**src/rtl/ifetch_pkg.sv**
```systemverilog
// Shared state encoding, widths and helpers for the instruction fetch unit.
package ifetch_pkg;

    typedef enum logic [1:0] {
        S_RESET = 2'd0,
        S_RUN   = 2'd1,
        S_FLUSH = 2'd2
    } state_t;

    localparam int                 INSTR_W = 32;
    localparam logic [31:0]        PC_INC  = 32'd4;
    localparam logic [INSTR_W-1:0] NOP     = 32'h0000_0013;

    function automatic logic [31:0] pc_align(input logic [31:0] pc);
        return pc & ~32'd3;
    endfunction

endpackage

```
**src/rtl/ifetch_fifo.sv**
```systemverilog
// Synchronous FIFO holding {pc, instr} pairs between fetch and decode.
module ifetch_fifo #(
    parameter int DEPTH = 4,
    parameter int WIDTH = 64,
    localparam int AW = $clog2(DEPTH),
    localparam int CW = AW + 1
) (
    input  logic             clk,
    input  logic             rst_n,
    input  logic             push,
    input  logic             pop,
    input  logic             flush,
    input  logic [WIDTH-1:0] wdata,
    output logic [WIDTH-1:0] rdata,
    output logic [CW-1:0]    count
);

    logic [WIDTH-1:0] mem [DEPTH];
    logic [AW-1:0]    wr_ptr;
    logic [AW-1:0]    rd_ptr;

    // Pointers wrap naturally because DEPTH is a power of two.
    always_ff @(posedge clk) begin
        if (!rst_n || flush) begin
            wr_ptr <= '0;
            rd_ptr <= '0;
            count  <= '0;
        end else begin
            if (push) wr_ptr <= wr_ptr + AW'(1);
            if (pop)  rd_ptr <= rd_ptr + AW'(1);
            case ({push, pop})
                2'b10:   count <= count + CW'(1);
                2'b01:   count <= count - CW'(1);
                default: ;
            endcase
        end
    end

    always_ff @(posedge clk) begin
        if (push && !flush) mem[wr_ptr] <= wdata;
    end

    assign rdata = mem[rd_ptr];

endmodule

```
**src/rtl/instr_fetch_unit.sv**
```systemverilog
// Fetch stage: owns the PC, issues to instruction memory, buffers words for decode.
// Optional stall_cycles counter/port enabled by defining IFETCH_STALL_CNT_EN.
module instr_fetch_unit
    import ifetch_pkg::*;
#(
    parameter logic [31:0] RESET_PC   = 32'h0000_0000,
    parameter int          FIFO_DEPTH = 4
) (
    input  logic               clk,
    input  logic               rst_n,
    output logic [31:0]        imem_addr,
    input  logic [INSTR_W-1:0] imem_rdata,
    input  logic               imem_stall,
    input  logic               redirect_valid,
    input  logic [31:0]        redirect_pc,
    output logic               dec_valid,
    input  logic               dec_ready,
    output logic [INSTR_W-1:0] dec_instr,
    output logic [31:0]        dec_pc
`ifdef IFETCH_STALL_CNT_EN
    ,
    output logic [31:0]        stall_cycles
`endif
);

    localparam int             CW      = $clog2(FIFO_DEPTH) + 1;
    localparam int             FW      = 32 + INSTR_W;
    localparam logic [CW:0]    DEPTH_V = FIFO_DEPTH[CW:0];

    state_t             state;
    state_t             state_nxt;
    logic [31:0]        fetch_pc;
    logic [31:0]        pending_pc;
    logic               pending;
    logic [CW-1:0]      count;
    logic [CW:0]        occ;
    logic [FW-1:0]      head;
    logic               in_run;
    logic               resp;
    logic               space_ok;
    logic               req_fire;
    logic               push;
    logic               pop;

    // An in-flight fetch already owns a FIFO slot, so it counts as occupancy.
    assign occ      = {1'b0, count} + {{CW{1'b0}}, pending};
    assign in_run   = (state == S_RUN);
    assign resp     = pending & ~imem_stall;
    assign space_ok = (occ < DEPTH_V);
    assign req_fire = in_run & ~redirect_valid & ~imem_stall & space_ok;
    assign push     = in_run & resp & ~redirect_valid;
    assign pop      = dec_valid & dec_ready;

    always_comb begin
        state_nxt = state;
        case (state)
            S_RESET: state_nxt = S_RUN;
            S_RUN: begin
                if (redirect_valid && pending && imem_stall) state_nxt = S_FLUSH;
            end
            S_FLUSH: begin
                if (!redirect_valid && (!imem_stall || !pending)) state_nxt = S_RUN;
            end
            default: state_nxt = S_RESET;
        endcase
    end

    always_ff @(posedge clk) begin
        if (!rst_n) begin
            state    <= S_RESET;
            fetch_pc <= RESET_PC;
            pending  <= 1'b0;
        end else begin
            state <= state_nxt;
            if (redirect_valid)  fetch_pc <= pc_align(redirect_pc);
            else if (req_fire)   fetch_pc <= fetch_pc + PC_INC;
            // A returning word clears pending whether it is kept, discarded or stale.
            if (req_fire)        pending <= 1'b1;
            else if (resp)       pending <= 1'b0;
        end
    end

    always_ff @(posedge clk) begin
        if (req_fire) pending_pc <= fetch_pc;
    end

    ifetch_fifo #(
        .DEPTH (FIFO_DEPTH),
        .WIDTH (FW)
    ) u_fifo (
        .clk   (clk),
        .rst_n (rst_n),
        .push  (push),
        .pop   (pop),
        .flush (redirect_valid),
        .wdata ({pending_pc, imem_rdata}),
        .rdata (head),
        .count (count)
    );

    assign imem_addr = fetch_pc;
    assign dec_valid = (count != '0);
    assign dec_instr = dec_valid ? head[INSTR_W-1:0]  : '0;
    assign dec_pc    = dec_valid ? head[FW-1:INSTR_W] : '0;

`ifdef IFETCH_STALL_CNT_EN
    logic        stall_hit;
    logic [31:0] stall_cnt;

    assign stall_hit = (state == S_RUN || state == S_FLUSH) && imem_stall &&
                       (pending || (in_run && space_ok));

    always_ff @(posedge clk) begin
        if (!rst_n)                               stall_cnt <= '0;
        else if (stall_hit && stall_cnt != '1)    stall_cnt <= stall_cnt + 32'd1;
    end

    assign stall_cycles = stall_cnt;
`endif

endmodule

```
**config.mk**
```make
export PLATFORM = sky130hd
export DESIGN_NAME = instr_fetch_unit
export DESIGN_NICKNAME = d
export VERILOG_FILES = /design/src/rtl/ifetch_pkg.sv /design/src/rtl/ifetch_fifo.sv /design/src/rtl/instr_fetch_unit.sv
export SDC_FILE = /design/constraint.sdc
export NUM_CORES = 1
export LEC_CHECK = 0
export ABC_AREA = 1
export BUFFER_PORTS_ARGS = -buffer_cell sky130_fd_sc_hd__clkbuf_2
export CORE_AREA = 3 3 196 140
export CTS_CLUSTER_DIAMETER = 30
export DETAILED_ROUTE_END_ITERATION = 10
export DIE_AREA = 0 0 199 143
export PLACE_DENSITY = 0.72
export SLEW_MARGIN = 20
export SYNTH_ARGS = -nofsm -noshare
export SYNTH_HDL_FRONTEND = slang
export SYNTH_SLANG_ARGS = --single-unit
```
**constraint.sdc**
```tcl
create_clock -name clk -period 7.5 [get_ports clk]
set_input_delay 0.75 -clock clk [delete_from_list [all_inputs] [get_ports clk]]
set_output_delay 0.75 -clock clk [all_outputs]
set_load 0.02 [all_outputs]
```
==> flow_results.xml, run 1 <==
<?xml version="1.0" encoding="UTF-8"?>
<metrics>
  <group name="run_status">
    <metric name="status" unit="">completed</metric>
  </group>
  <group name="power">
    <metric name="power.share.sequential" unit="%">45.5</metric>
    <metric name="p_int" unit="mW">3.43</metric>
    <metric name="vdd.ir_drop.worst" unit="V">0.000176</metric>
    <metric name="power_leakage" unit="nW">6.00</metric>
    <metric name="powerDensity" unit="mW/mm^2">273</metric>
    <metric name="p_switching" unit="mW">0.945</metric>
    <metric name="p_clk_share" unit="%">51.6</metric>
    <metric name="p_comb_share" unit="%">2.9</metric>
    <metric name="netSwitchingFraction" unit="%">21.6</metric>
  </group>
  <group name="yosys">
    <metric name="yosys.area.top_type_share" unit="%">62.7</metric>
    <metric name="syn_area" unit="mm^2">0.0133</metric>
    <metric name="netlist_top_cells_count" unit="">nor2_1 (287), edfxtp_1 (278), nand2_1 (158)</metric>
    <metric name="synth_cells" unit="">1228</metric>
    <metric name="synth_enable_flop_cells" unit="">278</metric>
    <metric name="synth_flop_cell" unit="">edfxtp_1</metric>
    <metric name="yosysWarningCount" unit="">0</metric>
    <metric name="synth.most_common_cell" unit="">nor2_1</metric>
    <metric name="synth_top_cell_by_area" unit="">edfxtp_1</metric>
    <metric name="synth_cell_type_count" unit="">36</metric>
    <metric name="post_synth_main_area_contributors" unit="">edfxtp_1 (63%), nor2_1 (8.1%), dfxtp_1 (6.3%)</metric>
    <metric name="yosys_register_bits" unit="">320</metric>
    <metric name="avgSynthCellArea" unit="um^2">10.8</metric>
    <metric name="synth_sequential_area_ratio" unit="%">69.0</metric>
    <metric name="ys_async_sr_fraction" unit="%">0</metric>
  </group>
  <group name="setup_path">
    <metric name="critical_path.reg2reg.endpoint" unit="">u_fifo.mem[1][60]$_DFFE_PP_</metric>
    <metric name="timing.critical_path.slowest_cell_delay" unit="ps">860</metric>
    <metric name="regToRegSetupSlack" unit="ps">4450</metric>
    <metric name="timing.critical_path.arrival" unit="ps">2800</metric>
    <metric name="critPathSlowestCell" unit="">buf_4</metric>
    <metric name="crit_fanout" unit="">94</metric>
    <metric name="critical_path.top_delay_family" unit="">buffers and inverters</metric>
    <metric name="rr_startpoint" unit="">state[0]$_SDFFE_PN0P_</metric>
    <metric name="worst-r2r-cell-count" unit="">5</metric>
    <metric name="cp_num_cells" unit="">6</metric>
    <metric name="cp.buffers_inverters" unit="">2</metric>
    <metric name="critical_path.endpoint_type" unit="">output pin</metric>
    <metric name="crit_top_cell" unit="">nor2_1</metric>
    <metric name="critical_path_class" unit="">reg2out</metric>
    <metric name="critical_path.cell_chain" unit="">buf_4 -&gt; nor2_1 -&gt; nor2_1 -&gt; o21ai_0 -&gt; a21oi_1 -&gt; clkbuf_2</metric>
    <metric name="worst_setup_path_endpoint" unit="">dec_instr[12]</metric>
    <metric name="worstPathRequired" unit="ps">6750</metric>
    <metric name="crit_path_start_kind" unit="">flop</metric>
  </group>
  <group name="floorplanning">
    <metric name="die_h" unit="um">143</metric>
    <metric name="core" unit="mm^2">0.0257</metric>
    <metric name="dieWidth" unit="um">199</metric>
    <metric name="ioPinCount" unit="">166</metric>
    <metric name="row_cnt" unit="">49</metric>
    <metric name="floorplan.die_area" unit="mm^2">0.0285</metric>
    <metric name="floorplan.initialDensity" unit="%">51.8</metric>
  </group>
  <group name="drt">
    <metric name="detailedRoute.firstIterationViolations" unit="">665</metric>
    <metric name="antenna_left" unit="">0</metric>
    <metric name="num_vias" unit="">9286</metric>
    <metric name="detailedRoute.firstPassIterationCount" unit="">5</metric>
    <metric name="drt_wl_total" unit="um">30300</metric>
    <metric name="drt_drc_violations_left" unit="">0</metric>
    <metric name="drt-wirelength-per-cell" unit="um">17.2</metric>
    <metric name="drt-vias-per-instance" unit="">5.26</metric>
  </group>
  <group name="layout">
    <metric name="num-nets-final" unit="">1467</metric>
    <metric name="instances_no_fill" unit="">1764</metric>
    <metric name="post_route_cells_drive_above_1_share" unit="%">20.4</metric>
    <metric name="syn_to_final_growth" unit="%">20.4</metric>
  </group>
  <group name="global_route">
    <metric name="grt_overflow_total" unit="">0</metric>
    <metric name="grt_first_pass_wirelength" unit="um">46800</metric>
    <metric name="globalRouteTotalUtil" unit="%">21.0</metric>
    <metric name="number_of_global_route_vias_before_repair" unit="">8848</metric>
    <metric name="pin_count_of_the_biggest_net_entering_global_routing" unit="">125</metric>
    <metric name="antenna_found_initial" unit="">1</metric>
  </group>
  <group name="timing">
    <metric name="period_utilisation_layout" unit="%">47.4</metric>
    <metric name="total_negative_setup_slack" unit="ps">0</metric>
    <metric name="hold_viol_final" unit="">0</metric>
    <metric name="skew" unit="ps">22.1</metric>
    <metric name="tightestPinTransition" unit="ps">1080</metric>
    <metric name="clock.fmax" unit="MHz">281</metric>
    <metric name="max-slew-margin-rel" unit="%">27.9</metric>
    <metric name="setup_viol" unit="">0</metric>
    <metric name="timing.final.crit_period" unit="ps">3550</metric>
    <metric name="slew_viol_final" unit="">0</metric>
    <metric name="rsz0062_at_grt" unit="">false</metric>
  </group>
  <group name="clocking">
    <metric name="clock_tree.buffer_depth" unit="">3</metric>
    <metric name="cts.hold.buffers_added" unit="">0</metric>
    <metric name="clkSlewWorstSetupHoldPaths" unit="ps">50</metric>
    <metric name="clkSinkCount" unit="">320</metric>
    <metric name="cts_made_buffers" unit="">50</metric>
    <metric name="cts_setup_buffers" unit="">0</metric>
    <metric name="clk-insertion-delay-late" unit="ps">550</metric>
    <metric name="htreeDepth" unit="">2</metric>
    <metric name="clock_tree.root_cell" unit="">clkbuf_16</metric>
    <metric name="cts_tree" unit="">yes</metric>
    <metric name="cts.repair.resized" unit="">0</metric>
  </group>
  <group name="placed_design">
    <metric name="io_buffer_count" unit="">159</metric>
    <metric name="gp_congestion" unit="">0.844</metric>
    <metric name="place_inst" unit="">1670</metric>
    <metric name="place_hpwl" unit="um">17700</metric>
  </group>
  <group name="worst_hold_path">
    <metric name="worst_hold_path_type" unit="">in2reg</metric>
  </group>
  <group name="job">
    <metric name="cap_viol_max_count" unit="">0</metric>
  </group>
</metrics>
layout make-up:
cell class                 instances  area (um^2)
fill                            2022         9660
sequential                       320         9190
multi-input combinational        778         3600
clock buffer                      57         1330
timing repair buffer             169          875
tap                              331          414
clock inverter                    36          345
inverter                          72          270
antenna                            1         2.50
placed cells by master, fill, tap and decap left out, types with 2 or more instances in the layout:
cell type / synthesis / layout
a21oi_2: 11 / 11
bufinv_16: 0 / 4
nand2_1: 158 / 158
clkinv_4: 0 / 3
inv_1: 69 / 69
buf_4: 4 / 9
dfxtp_1: 42 / 40
clkinvlp_4: 0 / 2
nand2_2: 4 / 4
inv_8: 0 / 6
clkbuf_8: 0 / 3
clkbuf_1: 41 / 3
conb_1: 1 / 4
xnor2_1: 2 / 2
nor2_2: 8 / 8
inv_6: 0 / 6
o21ai_0: 143 / 143
clkbuf_16: 0 / 51
ha_1: 6 / 6
edfxtp_1: 278 / 278
o21bai_1: 2 / 2
nor2_1: 287 / 283
a21oi_1: 85 / 85
a31oi_1: 3 / 3
clkinv_2: 0 / 6
xor2_1: 2 / 2
clkinv_1: 0 / 9
inv_2: 3 / 3
clkbuf_2: 0 / 159
nor2_4: 5 / 9
nor2_8: 2 / 2
nand3_1: 44 / 44
per-layer routing:
layer / wire length [um] / share of wire [%] / GRT usage [%]
met3: 2120 / 7.0 / 4.53
met5: 0 / 0 / 0
met2: 13800 / 46 / 33.2
met1: 13800 / 46 / 29.9
met4: 494 / 1.6 / 5.51
cells by family (layout without fill, tap and decap cells):
logic type      after synthesis  in the layout  share of synthesized area [%]
simple gates                515            515                           15.9
mux                           1              1                         0.0752
compound gates              247            247                           9.72
fa+ha+maj                     7              7                          0.714
flops                       320            320                           69.0
buf+inv                     133            334                           4.25
xor+xnor                      4              4                          0.263
other cells                   1              5                         0.0282
power by group through the flow:
stage	sequential, mW	combinational, mW	clock, mW
final	1.99	0.128	2.26
after global routing	1.99	0.144	2.38
after CTS	1.99	0.129	2.29
after detailed placement	2.02	0.128	0
after floorplan	2.02	0.0706	0
after global placement	2.02	0.124	0
metrics by stage:
stage	hold WS [ps]	power [mW]	worst slack [ps]	instance area (um^2)	utilization, %
floorplan	442	2.09	3150	13300	-
global placement	447	2.15	3590	14300	55.9
detailed placement	452	2.15	3460	14300	55.9
CTS	403	4.41	3910	16000	62.4
global route	408	4.52	3680	16000	62.4
finish	424	4.37	3950	16000	62.4
sequential cells by signal, indices dropped and copies added, names as in the netlist, named ones only:
register       cells
imem_addr         30
pending            1
pending_pc        30
state              2
u_fifo.count       3
u_fifo.mem       248
u_fifo.rd_ptr      2
u_fifo.wr_ptr      2
worst min path at each step:
stage,from,end,slack [ps],depth (start not counted)
floorplan,u_fifo.rd_ptr[1]$_SDFFE_PP0P_,flop,440,2
detailed placement,u_fifo.rd_ptr[1]$_SDFFE_PP0P_,flop,450,2
global route,imem_rdata[3],u_fifo.mem[2][3]$_DFFE_PP_,410,1
CTS,imem_rdata[21],u_fifo.mem[0][21]$_DFFE_PP_,400,1
finish,imem_rdata[3],u_fifo.mem[3][3]$_DFFE_PP_,420,1
global placement,u_fifo.rd_ptr[1]$_SDFFE_PP0P_,flop,450,2
Power figures use the tool's default switching activity.
==> inputs of run 2 (changes only) <==
--- a/config.mk
+++ b/config.mk
@@ -5,13 +5,13 @@
 export SDC_FILE = /design/constraint.sdc
 export NUM_CORES = 1
 export LEC_CHECK = 0
-export ABC_AREA = 1
+export ABC_AREA = 0
 export BUFFER_PORTS_ARGS = -buffer_cell sky130_fd_sc_hd__clkbuf_2
-export CORE_AREA = 3 3 196 140
+export CORE_AREA = 3 3 191 137
 export CTS_CLUSTER_DIAMETER = 30
 export DETAILED_ROUTE_END_ITERATION = 10
-export DIE_AREA = 0 0 199 143
-export PLACE_DENSITY = 0.72
+export DIE_AREA = 0 0 194 140
+export PLACE_DENSITY = 0.75
 export SLEW_MARGIN = 20
 export SYNTH_ARGS = -nofsm -noshare
 export SYNTH_HDL_FRONTEND = slang
==> constraint.sdc (replaced) <==
create_clock -name clk -period 3 [get_ports clk]
set_input_delay 0.3 -clock clk [delete_from_list [all_inputs] [get_ports clk]]
set_output_delay 0.3 -clock clk [all_outputs]
set_load 0.02 [all_outputs]
==> run 2 against run 1 <==
Against the previous run:
- critical path depth decreased by 2
- clock-buffer cell count decreased by 6
- first-iteration DRC count down 23%
- core utilization rose by 1.1 points
- clock power up 110%
- register-to-register slack lost 3600 ps
- worst hold slack worse by 410 ps
- final cell count fell by 26%
- non-clock buffer count rose by 35
- synthesized area fell by 5.1%
- critical endpoint is now dec_pc[8]
- highest routed layer is now met5
==> flow_results.xml, run 2 <==
<?xml version="1.0" encoding="UTF-8"?>
<metrics>
  <group name="floorplanning">
    <metric name="core" unit="mm^2">0.0245</metric>
    <metric name="die_h" unit="um">140</metric>
    <metric name="row_cnt" unit="">48</metric>
    <metric name="floorplan.die_area" unit="mm^2">0.0272</metric>
    <metric name="dieWidth" unit="um">194</metric>
    <metric name="floorplan.initialDensity" unit="%">51.5</metric>
    <metric name="ioPinCount" unit="">166</metric>
  </group>
  <group name="clocking">
    <metric name="cts.repair.resized" unit="">0</metric>
    <metric name="cts_tree" unit="">yes</metric>
    <metric name="clkSinkCount" unit="">320</metric>
    <metric name="clock_tree.buffer_depth" unit="">3</metric>
    <metric name="clk-insertion-delay-late" unit="ps">530</metric>
    <metric name="cts_made_buffers" unit="">44</metric>
    <metric name="clock_tree.root_cell" unit="">clkbuf_16</metric>
    <metric name="cts_setup_buffers" unit="">0</metric>
    <metric name="cts.hold.buffers_added" unit="">21</metric>
    <metric name="htreeDepth" unit="">2</metric>
    <metric name="clkSlewWorstSetupHoldPaths" unit="ps">60</metric>
  </group>
  <group name="yosys">
    <metric name="adder_cell_fraction_of_synth_area" unit="%">0.753</metric>
    <metric name="netlist_top_cells_count" unit="">edfxtp_1 (278), and2_1 (66), mux4_2 (62)</metric>
    <metric name="ys_async_sr_fraction" unit="%">0</metric>
    <metric name="synth_cell_type_count" unit="">55</metric>
    <metric name="compound_cell_area_share_of_the_yosys_netlist" unit="%">4.37</metric>
    <metric name="avgSynthCellArea" unit="um^2">17.5</metric>
    <metric name="dominant_combinational_cell_family_by_area_after_synthesis" unit="">multiplexers</metric>
    <metric name="yosys_register_bits" unit="">320</metric>
    <metric name="yosys.area_share.xor_xnor" unit="%">0.416</metric>
    <metric name="synth.mux.area_fraction" unit="%">11.2</metric>
    <metric name="post_synth_main_area_contributors" unit="">edfxtp_1 (66%), mux4_2 (11%), dfxtp_1 (6.7%)</metric>
    <metric name="synth.most_common_cell" unit="">edfxtp_1</metric>
    <metric name="synth_sequential_area_ratio" unit="%">72.8</metric>
    <metric name="synth_top_cell_by_area" unit="">edfxtp_1</metric>
    <metric name="yosysWarningCount" unit="">0</metric>
    <metric name="syn_area" unit="mm^2">0.0126</metric>
    <metric name="yosys.area.top_type_share" unit="%">66.1</metric>
    <metric name="synth_enable_flop_cells" unit="">278</metric>
    <metric name="synth_cells" unit="">723</metric>
    <metric name="synth_flop_cell" unit="">edfxtp_1</metric>
    <metric name="synth_simple_gate_area_share" unit="%">8.51</metric>
  </group>
  <group name="drt">
    <metric name="detailedRoute.firstPassIterationCount" unit="">5</metric>
    <metric name="detailedRoute.firstIterationViolations" unit="">512</metric>
    <metric name="drt-vias-per-instance" unit="">5.63</metric>
    <metric name="drt_wl_total" unit="um">27300</metric>
    <metric name="drt_drc_violations_left" unit="">0</metric>
    <metric name="antenna_left" unit="">0</metric>
    <metric name="drt-wirelength-per-cell" unit="um">21.0</metric>
    <metric name="num_vias" unit="">7313</metric>
  </group>
  <group name="layout">
    <metric name="max_flop_register" unit="">u_fifo.mem</metric>
    <metric name="post_route_cells_drive_above_1_share" unit="%">34.4</metric>
    <metric name="final_cell_mix" unit="">edfxtp_1 (278), clkbuf_2 (159), and2_1 (66), mux4_2 (62), clkbuf_16 (45)</metric>
    <metric name="mostFrequentLayoutCell" unit="">edfxtp_1</metric>
    <metric name="largest_reg_flops" unit="">248</metric>
    <metric name="final_core_util" unit="%">63.5</metric>
    <metric name="syn_to_final_growth" unit="%">23.3</metric>
    <metric name="num-nets-final" unit="">1013</metric>
  </group>
  <group name="power">
    <metric name="p_comb_share" unit="%">2.8</metric>
    <metric name="p_switching" unit="mW">2.17</metric>
    <metric name="vdd.ir_drop.worst" unit="V">0.000370</metric>
    <metric name="power.share.sequential" unit="%">49.0</metric>
    <metric name="power_leakage" unit="nW">5.39</metric>
    <metric name="powerDensity" unit="mW/mm^2">646</metric>
    <metric name="netSwitchingFraction" unit="%">21.6</metric>
    <metric name="p_int" unit="mW">7.88</metric>
    <metric name="p_clk_share" unit="%">48.2</metric>
  </group>
  <group name="timing">
    <metric name="tightestPinTransition" unit="ps">675</metric>
    <metric name="clock.fmax" unit="MHz">382</metric>
    <metric name="setup_viol" unit="">0</metric>
    <metric name="hold_viol_final" unit="">0</metric>
    <metric name="slew_viol_final" unit="">0</metric>
    <metric name="total_negative_setup_slack" unit="ps">0</metric>
    <metric name="max-slew-margin-rel" unit="%">54.7</metric>
    <metric name="rsz0062_at_grt" unit="">false</metric>
    <metric name="timing.final.crit_period" unit="ps">2610</metric>
    <metric name="skew" unit="ps">17.6</metric>
    <metric name="period_utilisation_layout" unit="%">87.2</metric>
  </group>
  <group name="global_route">
    <metric name="globalRouteTotalUtil" unit="%">20.4</metric>
    <metric name="grt_first_pass_wirelength" unit="um">43400</metric>
    <metric name="antenna_found_initial" unit="">1</metric>
    <metric name="number_of_global_route_vias_before_repair" unit="">7533</metric>
    <metric name="grt_overflow_total" unit="">0</metric>
    <metric name="pin_count_of_the_biggest_net_entering_global_routing" unit="">64</metric>
  </group>
  <group name="worst_hold_path">
    <metric name="worst_hold_path_type" unit="">in2reg</metric>
  </group>
  <group name="placed_design">
    <metric name="gp_congestion" unit="">0.826</metric>
    <metric name="place_hpwl" unit="um">17100</metric>
    <metric name="io_buffer_count" unit="">159</metric>
  </group>
  <group name="setup_path">
    <metric name="critPathSlowestCell" unit="">dfxtp_4</metric>
    <metric name="worstPathRequired" unit="ps">2700</metric>
    <metric name="critical_path.endpoint_type" unit="">output pin</metric>
    <metric name="critical_path_class" unit="">reg2out</metric>
    <metric name="critical_path.cell_chain" unit="">buf_12 -&gt; mux4_2 -&gt; and2_1 -&gt; clkbuf_2</metric>
    <metric name="timing.critical_path.arrival" unit="ps">2310</metric>
    <metric name="crit_path_start_kind" unit="">flop</metric>
    <metric name="timing.critical_path.slowest_cell_delay" unit="ps">570</metric>
    <metric name="crit_fanout" unit="">31</metric>
  </group>
  <group name="job">
    <metric name="cap_viol_max_count" unit="">0</metric>
  </group>
  <group name="run_status">
    <metric name="status" unit="">completed</metric>
  </group>
</metrics>
[run 2: final timing paths]
kind                            cells after the start                       start                           to  slack (ps)
worst max-delay path                                4                        flop                    dec_pc[8]         390
worst min-delay path                                1              imem_rdata[23]  u_fifo.mem[2][23]$_DFFE_PP_          10
worst min register to register                      0     pending_pc[2]$_DFFE_PP_  u_fifo.mem[3][34]$_DFFE_PP_         490
worst max register to register                      5  imem_addr[12]$_SDFFE_PN0P_   imem_addr[23]$_SDFFE_PN0P_         830
[run 2: per-stage QoR]
stage	hold WS (ps)	setup slack [ps]	std cells	power (mW)	cell area, um^2
global placement	481	737	1195	5.26	14000
finish	13.5	385	1299	10.1	15600
CTS	0.345	325	1298	10.1	15600
detailed placement	485	688	1195	5.27	14000
global route	2.03	238	1298	10.4	15600
floorplan	399	176	726	5.13	12600
[run 2: metal layers]
layer | track usage [%] | part of all wire, % | vias up
met4 | 4.76 | 1.2 | 2
li1 | - | - | 3302
met2 | 31.5 | 46 | 293
met3 | 5.24 | 7.9 | 34
met1 | 29.6 | 45 | 3682
met5 | 0 | 0.059 | -
[run 2: area by class of cell]
class                      instances  area, um^2
sequential                       320        9200
inverter                          12        46.3
clock buffer                      51        1160
clock inverter                    31         244
multi-input combinational        355        3230
timing repair buffer             204        1290
tap                              325         407
antenna                            1        2.50
fill                            1761        8930
[run 2: power groups by stage]
stage / Sequential [mW] / Combinational (mW) / Clock (mW)
floorplan: 5.03 / 0.104 / 0
global placement: 5.02 / 0.246 / 0
detailed placement: 5.02 / 0.254 / 0
CTS: 4.93 / 0.278 / 4.94
global route: 4.93 / 0.303 / 5.14
finish: 4.93 / 0.278 / 4.84
[run 2: cell families after synthesis]
logic type	after synthesis
AOI/OAI and AO/OA	84
DFF	320
buffers and inverters	51
xor gates and xnor gates	6
muxes	64
other	1
adders and majority gates	7
and+or+nand+nor	190
[run 2: critical path, delay by kind of cell (launching register included)]
kind	cells	cell delay, ps
mux	1	530
simple gates	1	170
flops	1	570
buf+inv	2	480
==> inputs of run 3 (changes only) <==
--- a/config.mk
+++ b/config.mk
@@ -6,6 +6,7 @@
 export NUM_CORES = 1
 export LEC_CHECK = 0
 export ABC_AREA = 0
+export ABC_CLOCK_PERIOD_IN_PS = 3000
 export BUFFER_PORTS_ARGS = -buffer_cell sky130_fd_sc_hd__clkbuf_2
 export CORE_AREA = 3 3 191 137
 export CTS_CLUSTER_DIAMETER = 30
@@ -16,3 +17,4 @@
 export SYNTH_ARGS = -nofsm -noshare
 export SYNTH_HDL_FRONTEND = slang
 export SYNTH_SLANG_ARGS = --single-unit
+export TNS_END_PERCENT = 30
==> constraint.sdc (replaced) <==
create_clock -name clk -period 3 [get_ports clk]
set_input_delay 0.45 -clock clk [delete_from_list [all_inputs] [get_ports clk]]
set_output_delay 0.45 -clock clk [all_outputs]
set_load 0.02 [all_outputs]
==> run 3 against run 2 <==
Against the previous run:
- first-iteration DRC count is 17% higher
- clock power rose by 3%
- die area stayed put
- via count barely moved
- fmax shrank 6.8%
- worst hold slack gained 130 ps
- clock-buffer cell count rose by 1
- register-to-register slack got worse by 250 ps
- sequential share of layout area is 0.54 points higher
- critical endpoint is now dec_pc[18]
- highest routed layer unchanged
==> flow_results.xml, run 3 (synthesis results as in run 2) <==
<?xml version="1.0" encoding="UTF-8"?>
<metrics>
  <group name="drt">
    <metric name="drt_wl_total" unit="um">27200</metric>
    <metric name="drt-vias-per-instance" unit="">5.72</metric>
    <metric name="drt_drc_violations_left" unit="">0</metric>
    <metric name="antenna_left" unit="">0</metric>
    <metric name="num_vias" unit="">7310</metric>
    <metric name="detailedRoute.firstIterationViolations" unit="">597</metric>
    <metric name="drt-wirelength-per-cell" unit="um">21.3</metric>
    <metric name="detailedRoute.firstPassIterationCount" unit="">5</metric>
  </group>
  <group name="setup_path">
    <metric name="critPathSlowestCell" unit="">or3_2</metric>
    <metric name="cp.buffers_inverters" unit="">2</metric>
    <metric name="crit_fanout" unit="">50</metric>
    <metric name="critical_path.top_delay_family" unit="">simple AND/OR/NAND/NOR gates</metric>
    <metric name="crit_path_start_kind" unit="">flop</metric>
    <metric name="critical_path.endpoint_type" unit="">output pin</metric>
    <metric name="timing.critical_path.arrival" unit="ps">2350</metric>
    <metric name="critical_path_class" unit="">reg2out</metric>
    <metric name="critical_path.cell_chain" unit="">or3_2 -&gt; buf_4 -&gt; and2_1 -&gt; clkbuf_2</metric>
    <metric name="timing.critical_path.slowest_cell_delay" unit="ps">670</metric>
    <metric name="worstPathRequired" unit="ps">2550</metric>
  </group>
  <group name="clocking">
    <metric name="cts_setup_buffers" unit="">0</metric>
    <metric name="clk-insertion-delay-late" unit="ps">530</metric>
    <metric name="clock_tree.buffer_depth" unit="">3</metric>
    <metric name="cts_made_buffers" unit="">45</metric>
    <metric name="cts.hold.buffers_added" unit="">0</metric>
    <metric name="clkSinkCount" unit="">320</metric>
    <metric name="clkSlewWorstSetupHoldPaths" unit="ps">60</metric>
    <metric name="cts_tree" unit="">yes</metric>
    <metric name="htreeDepth" unit="">2</metric>
    <metric name="cts.repair.resized" unit="">0</metric>
    <metric name="clock_tree.root_cell" unit="">clkbuf_16</metric>
  </group>
  <group name="timing">
    <metric name="hold_viol_final" unit="">0</metric>
    <metric name="clock.fmax" unit="MHz">357</metric>
    <metric name="period_utilisation_layout" unit="%">93.5</metric>
    <metric name="max-slew-margin-rel" unit="%">56.4</metric>
    <metric name="slew_viol_final" unit="">0</metric>
    <metric name="skew" unit="ps">15.5</metric>
    <metric name="total_negative_setup_slack" unit="ps">0</metric>
    <metric name="setup_viol" unit="">0</metric>
    <metric name="timing.final.crit_period" unit="ps">2800</metric>
    <metric name="rsz0062_at_grt" unit="">false</metric>
    <metric name="tightestPinTransition" unit="ps">650</metric>
  </group>
  <group name="power">
    <metric name="power_leakage" unit="nW">5.35</metric>
    <metric name="fin_total_pwr" unit="mW">10.2</metric>
    <metric name="powerDensity" unit="mW/mm^2">658</metric>
    <metric name="vdd.ir_drop.worst" unit="V">0.000499</metric>
  </group>
  <group name="floorplanning">
    <metric name="floorplan.initialDensity" unit="%">51.5</metric>
    <metric name="ioPinCount" unit="">166</metric>
    <metric name="die_h" unit="um">140</metric>
    <metric name="floorplan.die_area" unit="mm^2">0.0272</metric>
    <metric name="core" unit="mm^2">0.0245</metric>
    <metric name="dieWidth" unit="um">194</metric>
    <metric name="row_cnt" unit="">48</metric>
  </group>
  <group name="worst_hold_path">
    <metric name="worst_hold_path_type" unit="">in2reg</metric>
  </group>
  <group name="layout">
    <metric name="num-nets-final" unit="">994</metric>
    <metric name="insertedDiodeCount" unit="">0</metric>
    <metric name="fillCellCount" unit="">1749</metric>
    <metric name="largest_reg_flops" unit="">248</metric>
    <metric name="max_flop_register" unit="">u_fifo.mem</metric>
    <metric name="mostFrequentLayoutCell" unit="">edfxtp_1</metric>
    <metric name="post_route_cells_drive_above_1_share" unit="%">35.3</metric>
    <metric name="final_cell_mix" unit="">edfxtp_1 (278), clkbuf_2 (159), and2_1 (66), mux4_2 (62), clkbuf_16 (47)</metric>
    <metric name="syn_to_final_growth" unit="%">22.2</metric>
  </group>
  <group name="placed_design">
    <metric name="gp_congestion" unit="">0.828</metric>
    <metric name="io_buffer_count" unit="">159</metric>
    <metric name="place_hpwl" unit="um">17200</metric>
  </group>
  <group name="run_status">
    <metric name="status" unit="">completed</metric>
  </group>
  <group name="global_route">
    <metric name="pin_count_of_the_biggest_net_entering_global_routing" unit="">51</metric>
    <metric name="number_of_global_route_vias_before_repair" unit="">7389</metric>
    <metric name="globalRouteTotalUtil" unit="%">20.1</metric>
    <metric name="grt_overflow_total" unit="">0</metric>
    <metric name="grt_first_pass_wirelength" unit="um">42700</metric>
    <metric name="antenna_found_initial" unit="">1</metric>
  </group>
  <group name="job">
    <metric name="cap_viol_max_count" unit="">0</metric>
  </group>
</metrics>
-- run 3: cell types whose count changed in the layout (fill, tap and decap cells not counted), moves of 2 or more --
cell           change
buf_12             +2
clkbuf_16          +2
clkinv_2           +5
clkinv_4           -5
clkinvlp_4         -2
dlygate4sd3_1     -21
inv_6              -3
inv_8              +2
-- run 3: path summary, 6_finish.rpt --
| check | from | endpoint | slack (ps) | cells past startpoint |
|---|---|---|---|---|
| worst min register to register | pending_pc[18]$_DFFE_PP_ | u_fifo.mem[0][50]$_DFFE_PP_ | 490 | 0 |
| worst max register to register | u_fifo.count[0]$_SDFFE_PP0P_ | u_fifo.count[2]$_SDFFE_PP0P_ | 580 | 8 |
| worst max-delay path | u_fifo.count[0]$_SDFFE_PP0P_ | dec_pc[18] | 200 | 4 |
| worst min-delay path | imem_rdata[11] | u_fifo.mem[2][11]$_DFFE_PP_ | 140 | 1 |
-- run 3: routing by layer --
metal	GRT usage [%]	routed length (um)	vias to the layer above
met5	0	14	-
met4	4.61	452	2
met3	5.10	2510	45
met2	30.9	12400	366
met1	29.4	11900	3639
li1	-	-	3258
-- run 3: where the power goes --
part | switching (mW) | leakage [nW] | total, mW | internal (mW)
clock | 1.90 | 0.702 | 4.97 | 3.07
combinational | 0.160 | 1.81 | 0.254 | 0.0947
sequential | 0.0616 | 2.84 | 4.93 | 4.87
-- run 3: cell type report --
cell class                      instances  area (um^2)  area share (%)
Clock buffer                           52         1200            7.81
Clock inverter                         29          236            1.53
Inverter                               12         46.3           0.300
Multi-Input combinational cell        355         3230            20.9
Sequential cell                       320         9200            59.6
Tap cell                              325          407            2.64
Timing Repair Buffer                  184         1110            7.19
-- run 3: per-stage QoR --
stage	utilization, %	std cells	hold slack [ps]	cell area (um^2)	worst slack, ps
final	63.0	1277	142	15400	196
after floorplan	-	726	459	12600	25.5
after detailed placement	57.1	1196	490	14000	643
after global placement	57.1	1196	477	14000	676
after CTS	63.0	1277	126	15400	148
after global routing	63.0	1277	121	15400	73.0
